==> config.mk <==
export PLATFORM = sky130hd
export DESIGN_NAME = lib_allocator_islip_iter
export DESIGN_NICKNAME = d
export VERILOG_FILES = /design/src/rtl/lib_allocator_islip_iter.sv
export SDC_FILE = /design/constraint.sdc
export NUM_CORES = 1
export LEC_CHECK = 0
export BUFFER_PORTS_ARGS = -buffer_cell sky130_fd_sc_hd__clkbuf_2
export CORE_ASPECT_RATIO = 2
export CORE_UTILIZATION = 54
export CTS_CLUSTER_DIAMETER = 50
export CTS_CLUSTER_SIZE = 25
export DETAILED_ROUTE_END_ITERATION = 12
export HOLD_SLACK_MARGIN = 0.06
export PLACE_DENSITY_LB_ADDON = 0.08
export RECOVER_POWER = 50
export SLEW_MARGIN = 20
export SYNTH_ARGS = -nofsm -noshare
export SYNTH_HDL_FRONTEND = slang
export SYNTH_SLANG_ARGS = --single-unit
==> constraint.sdc <==
create_clock -name clk -period 3.05 [get_ports clk]
set_input_delay 0.4575 -clock clk [delete_from_list [all_inputs] [get_ports clk]]
set_output_delay 0.4575 -clock clk [all_outputs]
set_load 0.005 [all_outputs]
==> src/rtl/lib_allocator_islip_iter.sv <==
// Iterative iSLIP separable allocator: N inputs, M outputs, up to ITER
// request-grant-accept iterations per allocation, one iteration per cycle.
module lib_allocator_islip_iter #(
    parameter int N    = 4,
    parameter int M    = 4,
    parameter int ITER = 4
) (
    input  logic                clk,
    input  logic                reset_n,
    input  logic                i_start,
    input  logic [N-1:0][M-1:0] i_request,
    output logic                o_ready,
    output logic                o_valid,
    output logic [M-1:0][N-1:0] o_grant
);

    localparam int NW = (N > 1) ? $clog2(N) : 1;
    localparam int MW = (M > 1) ? $clog2(M) : 1;
    localparam int KW = $clog2(ITER + 1);

    typedef enum logic [1:0] {
        IDLE,
        ITERATE,
        DONE
    } state_t;

    state_t              state_q, state_d;
    logic [N-1:0][M-1:0] req_q, req_d;
    logic [M-1:0][N-1:0] match_q, match_d;
    logic [M-1:0][N-1:0] grant_q, grant_d;
    logic [M-1:0][NW-1:0] gptr_q, gptr_d;
    logic [N-1:0][MW-1:0] aptr_q, aptr_d;
    logic [KW-1:0]       iter_q, iter_d;

    logic [M-1:0]        out_busy;
    logic [N-1:0]        in_busy;
    logic [M-1:0][N-1:0] gnt_w;
    logic [M-1:0][N-1:0] acc_w;
    logic [M-1:0]        g_found;
    logic [N-1:0]        a_found;
    logic                new_match;
    logic                capture;

    always_comb begin
        out_busy = '0;
        in_busy  = '0;
        for (int unsigned j = 0; j < M; j++) begin
            for (int unsigned i = 0; i < N; i++) begin
                if (match_q[j][i]) begin
                    out_busy[j] = 1'b1;
                    in_busy[i]  = 1'b1;
                end
            end
        end
    end

    // Round-robin as two passes: indices at/above the pointer first, then the wrap-around.
    always_comb begin
        gnt_w   = '0;
        g_found = '0;
        for (int unsigned j = 0; j < M; j++) begin
            for (int unsigned i = 0; i < N; i++) begin
                if (!out_busy[j] && !g_found[j] && i >= 32'(gptr_q[j]) &&
                    req_q[i][j] && !in_busy[i]) begin
                    gnt_w[j][i] = 1'b1;
                    g_found[j]  = 1'b1;
                end
            end
            for (int unsigned i = 0; i < N; i++) begin
                if (!out_busy[j] && !g_found[j] && req_q[i][j] && !in_busy[i]) begin
                    gnt_w[j][i] = 1'b1;
                    g_found[j]  = 1'b1;
                end
            end
        end
    end

    always_comb begin
        acc_w   = '0;
        a_found = '0;
        for (int unsigned i = 0; i < N; i++) begin
            for (int unsigned j = 0; j < M; j++) begin
                if (!a_found[i] && j >= 32'(aptr_q[i]) && gnt_w[j][i]) begin
                    acc_w[j][i] = 1'b1;
                    a_found[i]  = 1'b1;
                end
            end
            for (int unsigned j = 0; j < M; j++) begin
                if (!a_found[i] && gnt_w[j][i]) begin
                    acc_w[j][i] = 1'b1;
                    a_found[i]  = 1'b1;
                end
            end
        end
    end

    assign new_match = |acc_w;

    always_comb begin
        state_d = state_q;
        req_d   = req_q;
        match_d = match_q;
        grant_d = grant_q;
        gptr_d  = gptr_q;
        aptr_d  = aptr_q;
        iter_d  = iter_q;
        o_ready = 1'b0;
        o_valid = 1'b0;
        capture = 1'b0;

        unique case (state_q)
            IDLE: begin
                o_ready = 1'b1;
                capture = i_start;
            end
            ITERATE: begin
                match_d = match_q | acc_w;
                if (iter_q == KW'(1)) begin
                    for (int unsigned j = 0; j < M; j++) begin
                        for (int unsigned i = 0; i < N; i++) begin
                            if (acc_w[j][i]) begin
                                gptr_d[j] = (i == N - 1) ? '0 : NW'(i + 1);
                                aptr_d[i] = (j == M - 1) ? '0 : MW'(j + 1);
                            end
                        end
                    end
                end
                if (!new_match || iter_q == KW'(ITER)) begin
                    state_d = DONE;
                    grant_d = match_q | acc_w;
                end else begin
                    iter_d = iter_q + KW'(1);
                end
            end
            DONE: begin
                o_ready = 1'b1;
                o_valid = 1'b1;
                capture = i_start;
                state_d = IDLE;
            end
            default: state_d = IDLE;
        endcase

        if (capture) begin
            req_d   = i_request;
            match_d = '0;
            iter_d  = KW'(1);
            state_d = ITERATE;
        end
    end

    always_ff @(posedge clk) begin
        if (!reset_n) begin
            state_q <= IDLE;
            req_q   <= '0;
            match_q <= '0;
            grant_q <= '0;
            gptr_q  <= '0;
            aptr_q  <= '0;
            iter_q  <= KW'(1);
        end else begin
            state_q <= state_d;
            req_q   <= req_d;
            match_q <= match_d;
            grant_q <= grant_d;
            gptr_q  <= gptr_d;
            aptr_q  <= aptr_d;
            iter_q  <= iter_d;
        end
    end

    assign o_grant = grant_q;

endmodule

==> Word-level counts from Yosys, hierarchy flattened <==
Index checks and enable logic that the tools add are counted.
{ "classes": {"n_addsub": 1, "order_cmp": 24, "eq_ne": 7, "n_mux": 180, "n_bitwise": 4, "n_reduce_logical": 234} }
{ "op_table": {"columns": ["op", "n"], "rows": [
  ["$mux W1", 147],
  ["$logic_and A1 B1 Y1", 144],
  ["$logic_not A1 Y1", 65],
  ["$mux W2", 32],
  ["$ge A1 B2 Y1 const A", 16],
  ["$reduce_bool A4 Y1", 8],
  ["$reduce_and A3 Y1", 8],
  ["$ge A2 B2 Y1 const A", 8],
  ["$or A16 B16 Y16", 1],
  ["$reduce_or A16 Y1", 1],
  ["$reduce_and A2 Y1", 4],
  ["$ne A2 B2 Y1 const B", 2],
  ["$pmux W2 S2", 1],
  ["$reduce_or A2 Y1", 2],
  ["$add A3 B1 Y3 const B", 1],
  ["$eq A3 B1 Y1 const B", 1],
  ["$eq A3 B3 Y1 const B", 1],
  ["$ne A3 B3 Y1 const B", 1],
  ["$not A1 Y1", 3],
  ["$eq A2 B1 Y1 const B", 1],
  ["$eq A2 B2 Y1 const B", 1],
  ["$logic_not A2 Y1", 1],
  ["$logic_or A1 B1 Y1", 1]
]} }
{ "word_totals": {"register_bits": 69, "in_bits": 19, "out_inout_bits": 18, "word_cells": 473} }

==> Longest topological paths before layout <==
Gate-level depths: netlist (run 1).
{ "depth": {"ltp_word": 77, "ltp_mapped": 12, "depth_no_buf": 10} }

==> Worst setup path after synthesis (run 1) <==
No wires, ideal clock.
{ "synth_timing": {"path_kind": "register to register", "start": "register match_q[2] (netlist bit)", "end": "register grant_q (netlist bit o_grant[13])", "setup_ps": 122, "arrival_ps": 3080, "required_time_ps": 2928, "slack_ps": -152, "path_stages_with_launch": 12, "n_path_buf": 1, "synth_period_minus_slack_ps": 3202, "cell_sequence": "dfxtp_1 nor4_4 nand2_1 or4_1 nor3_2 a31oi_1 o211a_1 or4_4 o31ai_4 nand2_4 buf_6 mux2i_1"} }
{ "synth_via": {"elab_chain_len": 73, "elab_cells_between_ends": 280, "classes_between": "mux: 109; bitwise: 1; reduce/logical: 170"} }
{ "synth_rtl": {"columns": ["element", "line_no", "rtl"], "rows": [
  ["start: declaration", "29", "logic [M-1:0][N-1:0] match_q, match_d;"],
  ["start signal: assignment", "164", "match_q <= match_d;"],
  ["$mux W1 (2 in a row)", "49", "if (match_q[j][i]) begin"],
  ["$logic_not A1 Y1", "63, 70", null],
  ["$logic_and A1 B1 Y1 (2 in a row)", "63", "if (!out_busy[j] && !g_found[j] && i >= 32'(gptr_q[j]) &&"],
  ["$logic_and A1 B1 Y1", "64", "req_q[i][j] && !in_busy[i]) begin"],
  ["$mux W1", "63", null],
  ["$logic_not A1 Y1", "63", null],
  ["$logic_and A1 B1 Y1 (3 in a row)", "63", null],
  ["$logic_and A1 B1 Y1", "64", null],
  ["(+53 left out)", null, null],
  ["$mux W1", "89", "if (!a_found[i] && gnt_w[j][i]) begin"],
  ["$logic_not A1 Y1", "89", null],
  ["$logic_and A1 B1 Y1", "89", null],
  ["$mux W1", "89", null],
  ["$reduce_or A16 Y1", "97", "assign new_match = |acc_w;"],
  ["$logic_not A1 Y1", "128", "if (!new_match || iter_q == KW'(ITER)) begin"],
  ["$logic_or A1 B1 Y1", "128", null],
  ["$reduce_and A2 Y1 (no source line)", null, null],
  ["end signal: assignment", "165", "grant_q <= grant_d;"],
  ["end: declaration", "30", "logic [M-1:0][N-1:0] grant_q, grant_d;"]
]} }
Parallel ways exist; a longest one is shown, timed or not.
A chain may end at the register's enable or synchronous reset.

==> Worst setup path in the final report (run 1) <==
{ "layout_timing": {"start": "register match_q[12] (netlist bit)", "end": "register grant_q (netlist bit o_grant[9])"} }
{ "layout_via": {"elab_chain_len": 70, "elab_cells_between_ends": 318, "classes_between": "mux: 117; bitwise: 1; reduce/logical: 200"} }
{ "layout_rtl": {"columns": ["element", "line_no"], "rows": [
  ["$mux W1", "49"],
  ["$logic_not A1 Y1", "64, 70"],
  ["$logic_and A1 B1 Y1", "64"],
  ["$mux W1", "63"],
  ["$logic_not A1 Y1", "63"],
  ["$logic_and A1 B1 Y1 (3 in a row)", "63"],
  ["$logic_and A1 B1 Y1", "64"],
  ["$mux W1", "63"],
  ["(+52 left out)", null],
  ["$mux W1", "89"],
  ["$logic_not A1 Y1", "89"],
  ["$logic_and A1 B1 Y1", "89"],
  ["$mux W1", "89"],
  ["$reduce_or A16 Y1", "97"],
  ["$logic_not A1 Y1", "128"],
  ["$logic_or A1 B1 Y1", "128"],
  ["$reduce_and A2 Y1 (no source line)", null]
]} }
Parallel ways exist; a longest one is shown, timed or not.

==> results.tsv, run 1 <==
metric	value	unit
status	complete, but fails checks	
failing checks	negative setup slack	
post-synthesis sequential area ratio	0.344	
die span in x	63.0	um
Slew Limit Fails	0	
switching fraction of total power	0.319	
Crit path arrival time	3.57	ns
diode count	0	
vias post-DR	4883	
Min-Delay Endpoint	req_q[7]	
hold buffer count at CTS	0	
total global-route track usage	0.414	
FF+latch count, synth	69	
Synth cell types	70	
crit-path leading delay family	simple AND/OR/NAND/NOR gates	
Worst Path Required	3.28	ns
placed cells	716	
Boundary Pins	37	
hold crit path type	in2reg	
Overflow after GRT	0	
H-tree lvl count	3	
Comb pwr share	0.307	
Clock power frac	0.383	
Post-DRT Antenna Nets	0	
Rows	44	
routed wire length	15900	um
Root Buffer	clkbuf_16	
starting density of the core	0.556	
gpl congestion	0.995	
Clk pin slew, worst setup/hold paths	0.06	ns
port bufs	36	
Power Dens Cells	547	nW/um2
Post-synth EDFFs	0	
PnR worst setup slack	-0.297	ns
critical path class	reg2reg	
P_sw	1.03	mW
FMAX	0.299	GHz
largest net degree at the start of global routing	33	
largest stage delay on the critical path	0.53	ns
initial antenna violation count	0	
Syn Inst Count	520	
RSZ-0062 raised after global routing	true	
Max-slew headroom	0.421	
setup TNS	-5.37	ns
Cell Chain, Critical Path	buf_4 -> or4_4 -> a2111oi_4 -> buf_4 -> a21oi_1 -> o211a_1 -> or4_4 -> o31ai_4 -> buf_12 -> buf_8 -> nand2_8 -> mux2i_1	
Synth Warn #	0	
CTS tree	done	
Int Power	2.20	mW
number of nets in the layout	683	
DR DRC count	0	
Slowest-stage cell, CP	or4_4	
Clock Tree Buf Depth	2	
drt via density	6.44	
commonest register cell after synthesis	dfxtp_1	
sequential share of power	0.310	
hold_sp	i_request[7]	
fillers	478	
Area Growth Syn to Fin	46.9	%
Layout Skew	0.00603	ns
r2r worst-path depth	12	
number of global-route vias before repair	4738	
routed len/inst	21.0	um
Critical Path End Type	flip-flop	
area of the core	7210	um2
Clk Latency, worst-skew pair	0.34	ns
Tcrit/Tclk final	1.10	
share of synthesized registers carrying an async set or reset	0	
mapped cell area	4010	um2
share of layout cells above drive strength 1	0.353	
Least-Margin Pin Slew	0.869	ns
Max Cap Violations	0	
R2R Path Start	match_q[12]	
cts bufs inserted	9	
worst reg-to-reg setup slack	-0.30	ns
crit path launch	match_q[12]	
RR Endpoint	o_grant[9]	
Pleak	2.46	nW
DRT iter0 DRCs	629	
Hold Path Cell Cnt	3	
Buf/Inv on CP	4	
final setup vio count	21	
drt first pass iters	6	
die height	124	um
peak supply drop	396	uV
Tmin final	3.35	ns
full die area	7800	um2
CTS Sinks	69	
post-synthesis area per instance	7.72	um2
Max FO, Critical Path	8	
post-DP HPWL	10400	um
nature of the critical path startpoint	flip-flop	
final hold violation count	0	
first-pass GRT wire length	24100	um
non-filler cells, final	758	
syn nets	542	
what timing repair did:
action | CTS | global route
gates resized for setup | 51 | 35
buffers inserted | 19 | 7
endpoints found under the setup margin | 21 | 21
gates cloned | 2 | 0
pin swaps | 30 | 11
state kept, by name (all words and copies together) (netlist names):
name / count
iter_q: 3
match_q: 16
aptr_q: 8
o_grant: 16
req_q: 16
state_q: 2
gptr_q: 8
cells by family (layout without fill, tap and decap cells):
group | count (synthesis) | after routing | synth area share
muxes | 16 | 16 | 0.0399
adders and majority gates | 3 | 3 | 0.00936
DFF | 69 | 69 | 0.344
buffers and inverters | 36 | 181 | 0.0368
AOI/OAI and AO/OA | 191 | 191 | 0.307
and+or+nand+nor | 205 | 206 | 0.263
tightest hold or removal path, delay by kind of cell:
kind / cells / cell delay (ns)
AND/OR/NAND/NOR: 1 / 0.04
AO/OA/AOI/OAI: 1 / 0.05
buffers and inverters: 1 / 0.08
layout by cell type, fill, tap and decap left out, types with 4 or more instances in the layout:
cell | Yosys | routed
o31ai_1 | 8 | 7
a21oi_1 | 67 | 61
nor4_4 | 4 | 6
buf_4 | 1 | 97
o21a_1 | 4 | 4
dfxtp_1 | 69 | 58
and2_1 | 6 | 4
nand2_1 | 81 | 79
a21oi_2 | 1 | 6
dfxtp_2 | 0 | 5
or3_1 | 5 | 4
a22oi_1 | 5 | 4
o21ai_1 | 6 | 5
buf_6 | 1 | 9
nand3b_1 | 4 | 4
clkbuf_1 | 13 | 8
or4_4 | 1 | 7
mux2i_1 | 16 | 16
nor3b_1 | 5 | 4
nor2_1 | 44 | 44
nand3_1 | 10 | 7
inv_1 | 16 | 16
nor3_1 | 7 | 7
clkbuf_16 | 0 | 9
o211a_1 | 4 | 4
dfxtp_4 | 0 | 6
nor2b_1 | 6 | 6
nand2b_1 | 6 | 6
clkbuf_2 | 0 | 29
o21ai_0 | 50 | 48
cell usage after synthesis (2+ instances only):
master	count	area, um2
nand2_1	81	304
dfxtp_1	69	1380
a21oi_1	67	335
o21ai_0	50	250
nor2_1	44	165
inv_1	16	60.1
mux2i_1	16	160
clkbuf_1	13	48.8
nand3_1	10	50.1
o31ai_1	8	60.1
nor3_1	7	35.0
and2_1	6	37.5
nand2b_1	6	37.5
nor2b_1	6	37.5
o21ai_1	6	30.0
or4_1	6	45.0
a22oi_1	5	37.5
a31oi_1	5	31.3
a32oi_1	5	43.8
nor3b_1	5	37.5
nor4_1	5	31.3
or3_1	5	31.3
buf_1	4	15.0
nand3b_1	4	30.0
nor4_4	4	85.1
o211a_1	4	40.0
o21a_1	4	30.0
or2_2	4	25.0
a221oi_1	3	26.3
ha_1	3	37.5
o2111ai_1	3	26.3
a211oi_1	2	15.0
and3_1	2	12.5
nor4b_1	2	17.5
o211ai_1	2	15.0
o221ai_1	2	17.5
o22a_1	2	17.5
o41ai_1	2	17.5
area by class of cell:
| class | count | area (um2) | share of cell area |
|---|---|---|---|
| inverter | 16 | 60.1 | 0.0102 |
| multi-input combinational | 416 | 2840 | 0.482 |
| clock buffer | 9 | 225 | 0.0382 |
| timing repair buffer | 149 | 1120 | 0.190 |
| sequential | 69 | 1410 | 0.239 |
| tap | 92 | 115 | 0.0195 |
| clock inverter | 7 | 121 | 0.0206 |
worst max-delay path by stage:
| stage | end | slack [ns] | cells past startpoint |
|---|---|---|---|
| 2_1_floorplan | o_grant[12] | -0.09 | 11 |
| 3_3_place_gp | o_grant[1] | -0.36 | 10 |
| 3_5_place_dp | o_grant[10] | -0.37 | 10 |
| 4_1_cts | o_grant[8] | -0.17 | 13 |
| 5_1_grt | o_grant[1] | -0.40 | 13 |
| 6_report | o_grant[9] | -0.30 | 12 |
per-layer routing:
metal	vias up	wire, um	GRT usage	part of all wire
met5	-	0	0	0
met4	0	1420	0.349	0.089
met3	96	1190	0.0989	0.075
met2	291	8040	0.727	0.51
met1	2292	5260	0.405	0.33
li1	2204	-	-	-
per-stage QoR:
step,total power [mW],hold slack (ns),util,instance area [um2],worst slack (ns)
floorplan,1.45,0.437,-,4040,-0.0907
global placement,1.75,0.445,0.680,4900,-0.356
detailed placement,1.77,0.457,0.680,4900,-0.367
CTS,3.11,0.332,0.788,5680,-0.171
global route,3.32,0.337,0.817,5890,-0.402
finish,3.23,0.331,0.817,5890,-0.297
power by group through the flow:
stage | clock network (mW) | logic (mW) | registers (mW)
floorplan | 0 | 0.453 | 1.00
global placement | 0 | 0.733 | 1.01
detailed placement | 0 | 0.751 | 1.02
CTS | 1.23 | 0.882 | 0.997
global route | 1.27 | 1.05 | 1.00
finish | 1.23 | 0.990 | 1.00
Note: power is estimated with default switching activity, not from simulation.
==> run 2, diff against run 1 <==
--- a/config.mk
+++ b/config.mk
@@ -7,14 +7,13 @@
 export LEC_CHECK = 0
 export BUFFER_PORTS_ARGS = -buffer_cell sky130_fd_sc_hd__clkbuf_2
 export CORE_ASPECT_RATIO = 2
-export CORE_UTILIZATION = 54
+export CORE_UTILIZATION = 60
 export CTS_CLUSTER_DIAMETER = 50
 export CTS_CLUSTER_SIZE = 25
 export DETAILED_ROUTE_END_ITERATION = 12
 export HOLD_SLACK_MARGIN = 0.06
 export PLACE_DENSITY_LB_ADDON = 0.08
 export RECOVER_POWER = 50
-export SLEW_MARGIN = 20
 export SYNTH_ARGS = -nofsm -noshare
 export SYNTH_HDL_FRONTEND = slang
 export SYNTH_SLANG_ARGS = --single-unit
==> constraint.sdc (replaced) <==
create_clock -name clk -period 4.3 [get_ports clk]
set_input_delay 0.645 -clock clk [delete_from_list [all_inputs] [get_ports clk]]
set_output_delay 0.645 -clock clk [all_outputs]
set_load 0.005 [all_outputs]
==> run 2 against run 1 <==
Die area fell by 9.8%; first-iteration DRC count decreased by 56%; the flow finishes with violations (max-capacitance violations, max-slew violations); clock power decreased by 41%; critical endpoint is now o_grant[12]; register-to-register slack improved by 0.73 ns; setup slack better by 0.73 ns; routed wire length is 23% lower; critical path type unchanged; core utilization is 10 points lower; sequential share of layout area grew 6.4 points.
==> results.tsv, run 2 (synthesis results as in run 1) <==
metric	value	unit
r2r worst-path depth	10	
Hold WS	0.457	ns
Root Buffer	clkbuf_16	
Clock Tree Buf Depth	2	
Least-Margin Pin Slew	1.55	ns
Crit path arrival time	4.07	ns
final hold violation count	0	
share of layout cells above drive strength 1	0.125	
failing checks	max-capacitance violations, max-slew violations	
switching fraction of total power	0.317	
Max-slew headroom	-0.0358	
Max FO, Critical Path	17	
Clk Latency, worst-skew pair	0.33	ns
Int Power	1.27	mW
peak supply drop	298	uV
Tcrit/Tclk final	0.899	
RR Endpoint	o_grant[12]	
Comb pwr share	0.229	
DRT iter0 DRCs	276	
drt first pass iters	5	
Overflow after GRT	0	
port bufs	36	
Cell Chain, Critical Path	nor4_4 -> nand2_1 -> a31oi_1 -> o32a_2 -> and2_1 -> a221oi_1 -> or4_4 -> o31ai_4 -> nand2_4 -> mux2i_1	
placed cells	632	
sequential share of power	0.382	
cts bufs inserted	9	
Min-Delay Endpoint	o_grant[6]	
area of the core	6360	um2
Post-DRT Antenna Nets	0	
CTS Sinks	69	
number of nets in the layout	579	
most frequent cells in the layout	82 x nand2_1, 69 x dfxtp_1, 67 x a21oi_1	
full die area	7040	um2
Worst Setup Slack post-DPL	0.593	ns
first-pass GRT wire length	19000	um
Slew Limit Fails	40	
total global-route track usage	0.362	
Layout Skew	0.00490	ns
R2R Path Start	match_q[1]	
P_sw	0.591	mW
Post-CTS Setup Inserts	0	
Boundary Pins	37	
hold_sp	o_grant[6]	
Critical Path End Type	flip-flop	
routed wire length	12200	um
die height	118	um
final setup vio count	0	
number of global-route vias before repair	3979	
H-tree lvl count	3	
status	complete, but fails checks	
commonest non-fill, non-tap cell in the layout	nand2_1	
CTS tree	done	
Tmin final	3.87	ns
Worst Path Required	4.50	ns
Hold Path Cell Cnt	2	
RSZ-0062 raised after global routing	false	
Power Dens Cells	410	nW/um2
critical path class	reg2reg	
setup TNS	0	ns
die span in x	59.8	um
gpl congestion	0.978	
starting density of the core	0.631	
Pleak	1.80	nW
worst reg-to-reg setup slack	0.43	ns
PnR worst setup slack	0.435	ns
non-filler cells, final	647	
post-DP HPWL	9190	um
hold buffer count at CTS	0	
diode count	0	
routed len/inst	18.9	um
largest stage delay on the critical path	0.62	ns
Area Growth Syn to Fin	13.3	%
Max Cap Violations	1	
hold crit path type	reg2reg	
Slowest-stage cell, CP	nor4_4	
DR DRC count	0	
drt via density	6.43	
nature of the critical path startpoint	flip-flop	
Rows	41	
CTS resizes	0	
initial antenna violation count	0	
Clock power frac	0.389	
Clk pin slew, worst setup/hold paths	0.06	ns
vias post-DR	4160	
largest net degree at the start of global routing	40	
FMAX	0.259	GHz
[run 2: changes by cell type in the layout (fill, tap and decap cells not counted), sizes merged]
cell,change
buf,-103
bufinv,-2
clkinv,+2
clkinvlp,-1
nand2,-1
[run 2: power by group through the flow]
| stage | Clock, mW | Combinational [mW] | Sequential (mW) |
|---|---|---|---|
| after floorplan | 0 | 0.316 | 0.709 |
| after global placement | 0 | 0.414 | 0.723 |
| after detailed placement | 0 | 0.420 | 0.724 |
| after CTS | 0.734 | 0.424 | 0.710 |
| after global routing | 0.756 | 0.464 | 0.716 |
| final | 0.725 | 0.427 | 0.712 |
[run 2: per-layer routing]
layer	GRT usage	routed length, um	up-vias
li1	-	-	1992
met1	0.366	4390	1935
met2	0.618	6340	172
met3	0.0505	600	61
met4	0.292	913	0
met5	0	0	-
[run 2: cell type report]
type                            count  area (um2)
Clock buffer                        9         225
Timing Repair Buffer               46         240
Multi-Input combinational cell    415        2470
Clock inverter                      6        63.8
Inverter                           16        60.1
Fill cell                         564        1810
Sequential cell                    69        1380
Tap cell                           86         108
[run 2: metrics by stage]
| step | power [mW] | util | instance area, um2 |
|---|---|---|---|
| floorplan | 1.03 | - | 4010 |
| global placement | 1.14 | 0.674 | 4290 |
| detailed placement | 1.14 | 0.674 | 4290 |
| CTS | 1.87 | 0.720 | 4580 |
| global route | 1.94 | 0.715 | 4550 |
| finish | 1.86 | 0.715 | 4550 |
[run 2: how the worst max path moves through the flow]
stage,startpoint,to,slack (ns),cells after the start
after floorplan,match_q[2],o_grant[0],1.10,11
after global placement,match_q[1],o_grant[8],0.61,10
after detailed placement,match_q[0],o_grant[12],0.59,11
after CTS,match_q[1],o_grant[12],0.55,10
after global routing,match_q[14],o_grant[2],0.24,11
final,match_q[1],o_grant[12],0.43,10
[run 2: critical path, delay by kind of cell (launching register included)]
family / cells / cell delay [ns]
DFF: 1 / 0.38
AOI/OAI and AO/OA: 4 / 1.19
and+or+nand+nor: 5 / 1.96
muxes: 1 / 0.18
